--- src/rtl/arps_mb_scheduler.sv ---
// Frame-level macroblock sequencer for the ARPS motion-estimation core: raster walk, engine handshake, MV BRAM writes.
// Optional abort input enabled by defining ARPS_SCHED_ABORT_EN.
module arps_mb_scheduler #(
    parameter int          FRAME_W_MB   = 16,
    parameter int          FRAME_H_MB   = 16,
    parameter logic [31:0] MV_ADDR_BASE = 32'h0
) (
    input  logic        clk,
    input  logic        rst,
    input  logic        start_i,
`ifdef ARPS_SCHED_ABORT_EN
    input  logic        abort_i,
`endif
    output logic        ready_o,
    output logic        mb_start_o,
    output logic [7:0]  mb_x_o,
    output logic [7:0]  mb_y_o,
    input  logic        mb_done_i,
    input  logic [7:0]  mv_x_i,
    input  logic [7:0]  mv_y_i,
    output logic [31:0] addr_mv_o,
    output logic [31:0] data_mv_o,
    output logic        en_mv_o,
    output logic [3:0]  we_mv_o,
    output logic [15:0] mb_count_o
);

    typedef enum logic [2:0] {
        S_IDLE, S_ISSUE, S_WAIT, S_WRITE, S_NEXT, S_DONE
    } state_t;

    state_t state_q, state_d;

    logic abort;
`ifdef ARPS_SCHED_ABORT_EN
    assign abort = abort_i;
`else
    assign abort = 1'b0;
`endif

    logic        last_col, last_row;
    logic [31:0] mb_index;

    assign last_col = (mb_x_o == 8'(FRAME_W_MB - 1));
    assign last_row = (mb_y_o == 8'(FRAME_H_MB - 1));
    assign mb_index = 32'(mb_y_o) * 32'(FRAME_W_MB) + 32'(mb_x_o);

    always_ff @(posedge clk) begin
        if (rst) state_q <= S_IDLE;
        else     state_q <= state_d;
    end

    // NOTE: every variable assigned in a combinational block gets a default first, so no path can infer a latch.
    always_comb begin
        state_d = state_q;
        unique case (state_q)
            S_IDLE:  if (start_i) state_d = S_ISSUE;
            S_ISSUE: state_d = S_WAIT;
            S_WAIT:  if (mb_done_i) state_d = S_WRITE;
            S_WRITE: state_d = S_NEXT;
            S_NEXT:  state_d = (last_col && last_row) ? S_DONE : S_ISSUE;
            S_DONE:  state_d = S_IDLE;
            default: state_d = S_IDLE;
        endcase
        // Abort overrides every other transition.
        if (abort && state_q != S_IDLE) state_d = S_IDLE;
    end

    logic        ready_d, start_d, en_d;
    logic [7:0]  x_d, y_d;
    logic [15:0] count_d;
    logic [31:0] addr_d, data_d;

    // Outputs are derived from the next state and then registered, so they line up with the state they describe.
    always_comb begin
        ready_d = (state_d == S_IDLE);
        start_d = (state_d == S_ISSUE);
        en_d    = (state_d == S_WRITE);
        x_d     = mb_x_o;
        y_d     = mb_y_o;
        count_d = mb_count_o;
        addr_d  = addr_mv_o;
        data_d  = data_mv_o;
        if (state_q == S_IDLE && state_d == S_ISSUE) begin
            x_d     = 8'd0;
            y_d     = 8'd0;
            count_d = 16'd0;
        end
        if (state_q == S_WAIT && state_d == S_WRITE) begin
            addr_d = MV_ADDR_BASE + (mb_index << 2);
            data_d = {{8{mv_y_i[7]}}, mv_y_i, {8{mv_x_i[7]}}, mv_x_i};
        end
        if (state_q == S_WRITE && !abort) count_d = mb_count_o + 16'd1;
        // Coordinates advance only when another macroblock follows; after the last one they hold.
        if (state_q == S_NEXT && state_d == S_ISSUE) begin
            if (last_col) begin
                x_d = 8'd0;
                y_d = mb_y_o + 8'd1;
            end else begin
                x_d = mb_x_o + 8'd1;
            end
        end
    end

    // NOTE: sequential state uses non-blocking assignments so all registers update together at the edge.
    always_ff @(posedge clk) begin
        if (rst) begin
            ready_o    <= 1'b1;
            mb_start_o <= 1'b0;
            mb_x_o     <= 8'd0;
            mb_y_o     <= 8'd0;
            addr_mv_o  <= 32'd0;
            data_mv_o  <= 32'd0;
            en_mv_o    <= 1'b0;
            we_mv_o    <= 4'h0;
            mb_count_o <= 16'd0;
        end else begin
            ready_o    <= ready_d;
            mb_start_o <= start_d;
            mb_x_o     <= x_d;
            mb_y_o     <= y_d;
            addr_mv_o  <= addr_d;
            data_mv_o  <= data_d;
            en_mv_o    <= en_d;
            we_mv_o    <= {4{en_d}};
            mb_count_o <= count_d;
        end
    end

endmodule
--- config.mk ---
export PLATFORM = sky130hd
export DESIGN_NAME = arps_mb_scheduler
export DESIGN_NICKNAME = d
export VERILOG_FILES = /design/src/rtl/arps_mb_scheduler.sv
export SDC_FILE = /design/constraint.sdc
export NUM_CORES = 1
export LEC_CHECK = 0
export ABC_AREA = 1
export CORE_MARGIN = 1.5
export CORE_UTILIZATION = 47
export CTS_BUF_LIST = sky130_fd_sc_hd__clkbuf_16
export DETAILED_ROUTE_END_ITERATION = 16
export GPL_ROUTABILITY_DRIVEN = 0
export PLACE_DENSITY_LB_ADDON = 0.2
export RECOVER_POWER = 50
export SLEW_MARGIN = 20
export SYNTH_ARGS = -nofsm -noshare
export SYNTH_HDL_FRONTEND = slang
export SYNTH_SLANG_ARGS = --single-unit
--- constraint.sdc ---
create_clock -name clk -period 2.17 [get_ports clk]
set_input_delay 0.3255 -clock clk [delete_from_list [all_inputs] [get_ports clk]]
set_output_delay 0.3255 -clock clk [all_outputs]
set_load 0.005 [all_outputs]
### Word-level counts from Yosys, hierarchy flattened

Index checks and enable logic that the tools add are counted.

* flip-flop bits (word level): 93
* input bits: 20

* add/sub/neg operators: 4
* equal/unequal tests: 8
* multiplexer cells: 12
* reduce and logical (&&, ||, !) cells: 8

Operators by type and width (number)
* two-way mux 8 bit: 6
* two-way mux 16 bit: 2
* adder 16 x 1 -> 16 bit (second input constant): 1
* adder 8 x 1 -> 8 bit (second input constant): 2
* == test 8 x 4 -> 1 bit (second input constant): 2
* one-hot mux 3 bit (5 select lines): 1
* adder 12 x 8 -> 13 bit: 1
* == test 3 x 2 -> 1 bit (second input constant): 3
* two-way mux 3 bit: 3
* == test 3 x 1 -> 1 bit (second input constant): 2
* zero test 3 bit: 2
* logical AND 1 bit: 4
* nonzero test 2 bit: 2
* == test 3 bit (second input constant): 1

### Longest topological paths before layout

Gate-level depths: netlist of the first run.

* depth in word-level cells: 9
* depth in mapped cells: 10
* gate-level depth less buffers: 9

### Worst setup path after synthesis of the first run

Ideal clock, no wire load.

* path kind: flip-flop to flip-flop
* start: reg mb_y_o[0]
* end: reg addr_mv_o[12]
* library setup time: 109 ps
* arrival: 1644 ps
* data required time: 2061 ps
* path slack: 418 ps
* stages on the path, launching flop included: 10
* path buffers: 0
* period minus slack after synthesis: 1752 ps
* cell sequence: dfxtp_1 ha_1 inv_1 fa_1 o21ai_1 nand2_1 nor2_1 o21ai_0 nand2_1 inv_1

* longest elaborated chain between the ends: 6
* elaborated cells on any way between the ends: 7
* those cells by class: 1 x add/sub; 2 x eq/ne; 2 x mux; 2 x reduce/logical

RTL lines
* start, declared: line 17 `output logic [7:0] mb_y_o,`
* start signal, assigned: line 121 `mb_y_o <= y_d;`
* == test 8 x 4 -> 1 bit: line 45 `assign last_row = (mb_y_o == 8'(FRAME_H_MB - 1));`
* logical AND 1 bit: line 61 `S_NEXT: state_d = (last_col && last_row) ? S_DONE : S_ISSUE;`
* two-way mux 3 bit: line 61
* one-hot mux 3 bit (5 select lines): line 56 `unique case (state_q)`
* == test 3 x 2 -> 1 bit: line 89 `if (state_q == S_WAIT && state_d == S_WRITE) begin`
* logical AND 1 bit: line 89
* end signal, assigned: line 122 `addr_mv_o <= addr_d;`
* end, declared: line 21 `output logic [31:0] addr_mv_o,`

Parallel ways exist; a longest one is shown, timed or not.
A chain may end at the register's enable or synchronous reset.

### Worst setup path in the final report of the first run

* start: reg mb_x_o[4]
* end: reg addr_mv_o[12]

* longest elaborated chain between the ends: 6
* elaborated cells on any way between the ends: 7
* those cells by class: 1 x add/sub; 2 x eq/ne; 2 x mux; 2 x reduce/logical

RTL lines
* start, declared: line 16 `output logic [7:0] mb_x_o,`
* start signal, assigned: line 110 `mb_x_o <= 8'd0;`
* start signal, assigned: line 120 `mb_x_o <= x_d;`
* == test 8 x 4 -> 1 bit: line 44 `assign last_col = (mb_x_o == 8'(FRAME_W_MB - 1));`
* logical AND 1 bit: line 61
* two-way mux 3 bit: line 61
* one-hot mux 3 bit (5 select lines): line 56
* == test 3 x 2 -> 1 bit: line 89
* logical AND 1 bit: line 89

Parallel ways exist; a longest one is shown, timed or not.

==> results of run 1 <==
[where the power goes]
group          switching (µW)  total [µW]  leakage [µW]  internal (µW)
combinational             160         308       0.00157            148
sequential               20.9        1290      0.000542           1270
clock                     501        1250      0.000138            747
total                     682        2850       0.00225           2170
[state kept, by name (all words and copies together), names as in the netlist]
name,count
ready_o,1
mb_count_o,16
we_mv_o,1
mb_x_o,8
addr_mv_o,13
state_q,3
mb_y_o,8
mb_start_o,1
data_mv_o,16
[worst min-delay path: stages (launching register included)]
cell	delay, ns
dfxtp_1	0.31
nor2_1	0.04
nor2_1	0.08
[worst paths after layout]
| check | start | to | slack (ns) | depth (start not counted) |
|---|---|---|---|---|
| worst max-delay path | mb_x_o[4] | addr_mv_o[12] | 0.15 | 9 |
| worst min-delay path | data_mv_o[16] | data_mv_o[16] | 0.47 | 2 |
| worst max register to register | mb_x_o[4] | addr_mv_o[12] | 0.15 | 9 |
| worst min register to register | data_mv_o[16] | data_mv_o[16] | 0.47 | 2 |
[cells by family after synthesis]
kind of cell | Yosys count
fa+ha+maj | 8
compound gates | 89
flops | 67
buf+inv | 110
other cells | 1
simple gates | 262
xor+xnor | 9
[through the flow]
step / instances / total power (µW) / worst slack (ns) / instance area (µm²)
final: 732 / 2850 / 0.155 / 4970
after global routing: 732 / 2970 / 0.00324 / 4970
after CTS: 732 / 2890 / 0.195 / 4980
after detailed placement: 716 / 1650 / 0.215 / 4730
after global placement: 716 / 1640 / 0.294 / 4730
after floorplan: 564 / 1520 / 0.418 / 3940
[cell usage after synthesis, types with 7 or more instances]
library cell  count
a21oi_2          11
nand2_4          10
o21ai_0          35
ha_1              7
nand3_1          25
nand2_1         120
dfxtp_1          67
buf_4            45
inv_1            42
nor2_1           75
a21oi_1          31
clkbuf_1          9
[per-layer routing]
layer / GRT usage [%] / vias up
li1: - / 1841
met1: 27.3 / 1644
met2: 38.1 / 104
met3: 4.77 / 12
met4: 7.96 / 0
met5: 0 / -
[cell type report]
cell class | count | area [µm²]
clock buffers | 9 | 225
clock inverters | 7 | 28.8
fillers | 750 | 2880
inverters | 49 | 186
multi-input cells | 387 | 1980
flip-flops and latches | 67 | 1340
well taps | 102 | 128
repair buffers | 111 | 1080
[cell usage in the layout, fill, tap and decap left out, drive strengths merged, types with 2 or more instances in the layout]
cell and n:
nor2 81, nor3 6, conb 19, nand3b 2, xor2 6, xnor2 3
o21ai 41, nand2 133, nand3 29, or2 3, nand4 7, inv 52
clkbuf 12, dlygate4sd3 41, buf 5, a211oi 2, clkdlybuf4s50 62, dfxtp 67
ha 7, a31oi 2, a21oi 42, clkinv 4, o21bai 2
==> flow_metrics.tcl, run 1 <==
set metrics [dict create \
    status "finished clean" \
    relSlewSlack_pct 28.0 \
    crit_buf_inv 2 \
    slowest_stage "dfxtp_1" \
    synthMuxAreaShare_pct 0 \
    num_rows 32 \
    drive_gt1_share_pct 9.52 \
    leakage_uw 0.00225 \
    antenna_cells 0 \
    yosys_register_bits 67 \
    utilization_pct 63.3 \
    area_growth_pct 28.3 \
    grt_use_total_pct 22.2 \
    max_cap_violations 0 \
    worstMarginPinSlew_ns 1.08 \
    synth_compound_area_share_pct 13.0 \
    ys_types 39 \
    clock_sinks 67 \
    h-tree-depth 3 \
    drc 0 \
    synth_top_family_by_area "simple AND/OR/NAND/NOR gates" \
    die_y_um 93.8 \
    cp_max_fo 8 \
    synthAdderAreaFrac_pct 2.78 \
    rsz0062_at_grt "no" \
    grt_pass1_vias 3361 \
    clk_latency_ns 0.32 \
    synth_top_cell_by_area "dfxtp_1" \
    grt_max_degree 33 \
    async_flop_share_pct 0 \
    top_layer_used "met4" \
    io_buffers 103 \
    cts_tree "done" \
    grt_pass1_wl_um 15500 \
    synth_edf_count 0 \
    clockBufferDepth 2 \
    ctsResizeCount 0 \
    core_area_um2 7850 \
    yosysSeqAreaShare_pct 34.6 \
    num_io_pins 123 \
    wl_per_cell_um 12.8 \
    period_minus_slack_ns 2.02 \
    cp_slowest_stage_delay_ns 0.45 \
    ant_nets 0 \
    critPathLaunchType "flip-flop" \
    hold_viol 0 \
    wl_met3_um 567 \
    worstPathCellList "ha_1 > inv_1 > fa_1 > o21ai_1 > nand2_1 > nor2_1 > o21ai_0 > nand2_1 > inv_1" \
    yosysWarnings 0 \
    route.met2.wl_um 4550 \
    holdBufCountCts 0 \
    crit_type "reg -> reg" \
    die_w_um 93.8 \
    cts-root-buf "clkbuf_16" \
    synthSimpleGateAreaFrac_pct 31.6 \
    hpwl_um 6800 \
    powerDensity_nw_per_um2 573 \
    postSynthCellCount 546 \
    arrival_ns 2.24 \
    fin_worst_skew_ns 0.00523 \
    initial_core_util_pct 49.3 \
    worstHoldPathType "reg -> reg" \
    vias 3601 \
    postCtsSetupBuffers 0 \
    yosysTopAreaCellShare_pct 34.6 \
    cts_buffers 9 \
    nets 653 \
    slew_viol_final 0 \
    cp_top_family "adder cells" \
    synthFlopType "dfxtp_1" \
    vias_per_cell 4.92 \
    first_pass_iters 4 \
    dieArea_um2 8790 \
    synth_xor_area_share_pct 2.04 \
    fmax_mhz 496 \
    synthesis.area_um2 3870 \
    antenna_found_initial 0 \
    cts.clk_slew.worst_paths_ns 0.05 \
    grt-ovfl-total 0 \
    totalWireLength_um 9400 \
    holdWs_ns 0.474 \
    synth.area.top_cells "dfxtp_1 35%, nand2_1 12%, buf_4 8.7%" \
    drtIter0Drc 161 \
    vdd_drop_max_v 0.000396 \
    crit_path_end_kind "flip-flop" \
    cp_data_required_time_ns 2.40 \
    setup_viol 0 \
    avgSynthCellArea_um2 7.09 \
    fin_crit_sh_pct 92.9 \
    wl_met1_um 4180 \
    finalSetupTns_ns 0 \
]
(Power assumes the default switching activity.)
==> inputs of run 2 (changes only) <==
- CORE_ASPECT_RATIO: unset -> 1.5
- TNS_END_PERCENT: unset -> 50
==> run 2 against run 1 <==
Effect of this change:
- clock power rose by 21%
- total power grew 9.3%
- largest cell class unchanged
- via count up 2.9%
- highest routed layer unchanged
==> flow_metrics.tcl, run 2 (same netlist as run 1, synthesis figures left out) <==
set metrics [dict create \
    status "finished clean" \
    grt_pass1_vias 3412 \
    fin_crit_sh_pct 89.5 \
    reg2reg_setup_slack_ns 0.23 \
    grt-ovfl-total 0 \
    initial_core_util_pct 48.3 \
    final_cell_mix "120 x nand2_1, 75 x nor2_1, 67 x dfxtp_1, 65 x clkdlybuf4s50_1, 43 x inv_1" \
    ctsResizeCount 0 \
    worstMarginPinSlew_ns 0.984 \
    totalWireLength_um 9660 \
    final_common_cell "nand2_1" \
    cts.clk_slew.worst_paths_ns 0.05 \
    stdcell_count 737 \
    fin_worst_skew_ns 0.00454 \
    worstHoldPathType "reg -> reg" \
    leakage_uw 0.00227 \
    period_minus_slack_ns 1.94 \
    nets 655 \
    cp_data_required_time_ns 2.40 \
    vias 3707 \
    relSlewSlack_pct 34.4 \
    placed_cells 721 \
    fmax_mhz 515 \
    io_buffers 103 \
    max_cap_violations 0 \
    drtIter0Drc 151 \
    clock_sinks 67 \
    ant_nets 0 \
    crit_type "reg -> reg" \
    rr_endpoint "addr_mv_o[12]" \
    holdBufCountCts 0 \
    first_pass_iters 4 \
    min_path_cells 2 \
    critPathLaunchType "flip-flop" \
    setup_viol 0 \
    wl_per_cell_um 13.1 \
    arrival_ns 2.17 \
    crit_path_end_kind "flip-flop" \
    grt_pass1_wl_um 15800 \
    die_y_um 114 \
    grt_use_total_pct 22.7 \
    cts_tree "done" \
    num_io_pins 123 \
    cts-root-buf "clkbuf_16" \
    dieArea_um2 8800 \
    drive_gt1_share_pct 10.9 \
    area_growth_pct 30.7 \
    antenna_found_initial 0 \
    cp_max_fo 8 \
    slew_viol_final 0 \
    utilization_pct 63.2 \
    powerDensity_nw_per_um2 615 \
    postCtsSetupBuffers 0 \
    num_rows 40 \
    hpwl_um 6890 \
    h-tree-depth 3 \
    hold_viol 0 \
    vias_per_cell 5.03 \
    holdWs_ns 0.470 \
    worstReg2RegStart "mb_x_o[4]" \
    finalSetupTns_ns 0 \
    grt_max_degree 36 \
    clockBufferDepth 2 \
    antenna_cells 0 \
    clk_latency_ns 0.33 \
    core_area_um2 8010 \
    rsz0062_at_grt "no" \
    vdd_drop_max_v 0.000511 \
    largestRegisters "data_mv_o: 16 flops, mb_count_o: 16 flops, addr_mv_o: 13 flops" \
    reg2reg_depth 9 \
    cp-startpoint "mb_x_o[4]" \
    die_w_um 77.1 \
    cts_buffers 9 \
    drc 0 \
    critPathCapture "addr_mv_o[12]" \
]
==> run 2: critical path: stages (launching register included) <==
cell	delay [ns]
dfxtp_1	0.45
ha_1	0.24
inv_1	0.07
fa_1	0.41
o21ai_2	0.24
nand2_1	0.08
nor2_1	0.13
o21ai_0	0.12
nand2_1	0.07
inv_1	0.04
==> run 2: worst min path at each step <==
stage / start / endpoint / slack [ns]
2_1_floorplan: addr_mv_o[10] / addr_mv_o[10] / 0.46
3_3_place_gp: addr_mv_o[5] / addr_mv_o[5] / 0.46
3_5_place_dp: addr_mv_o[14] / addr_mv_o[14] / 0.46
4_1_cts: addr_mv_o[14] / addr_mv_o[14] / 0.47
5_1_grt: addr_mv_o[14] / addr_mv_o[14] / 0.50
6_report: addr_mv_o[10] / addr_mv_o[10] / 0.47
==> run 2: through the flow <==
step           cell area, µm²  power, µW  worst slack (ns)
2_1_floorplan            3940       1520             0.418
3_5_place_dp             4760       1650             0.225
4_1_cts                  5070       3160             0.140
5_1_grt                  5060       3240            0.0832
3_3_place_gp             4760       1650             0.281
6_report                 5060       3110             0.227
==> run 2: layer usage <==
layer | part of all wire (%) | GRT usage, %
met3 | 3.6 | 4.46
met2 | 53 | 41.2
met1 | 41 | 25.4
met4 | 2.1 | 10.2
met5 | 0 | 0
==> run 2: final cells by class <==
class                           count  area, µm²
Clock buffer                        9        225
Tap cell                          105        131
Multi-Input combinational cell    387       1980
Timing Repair Buffer              113       1110
Clock inverter                      7       82.6
Inverter                           49        186
Sequential cell                    67       1340
Fill cell                         743       2950
==> run 2: power breakdown <==
part | internal (µW) | leakage, µW | switching (µW)
clock network | 990 | 0.000154 | 518
logic | 150 | 0.00157 | 163
registers | 1270 | 0.000542 | 20.9
total | 2410 | 0.00227 | 702
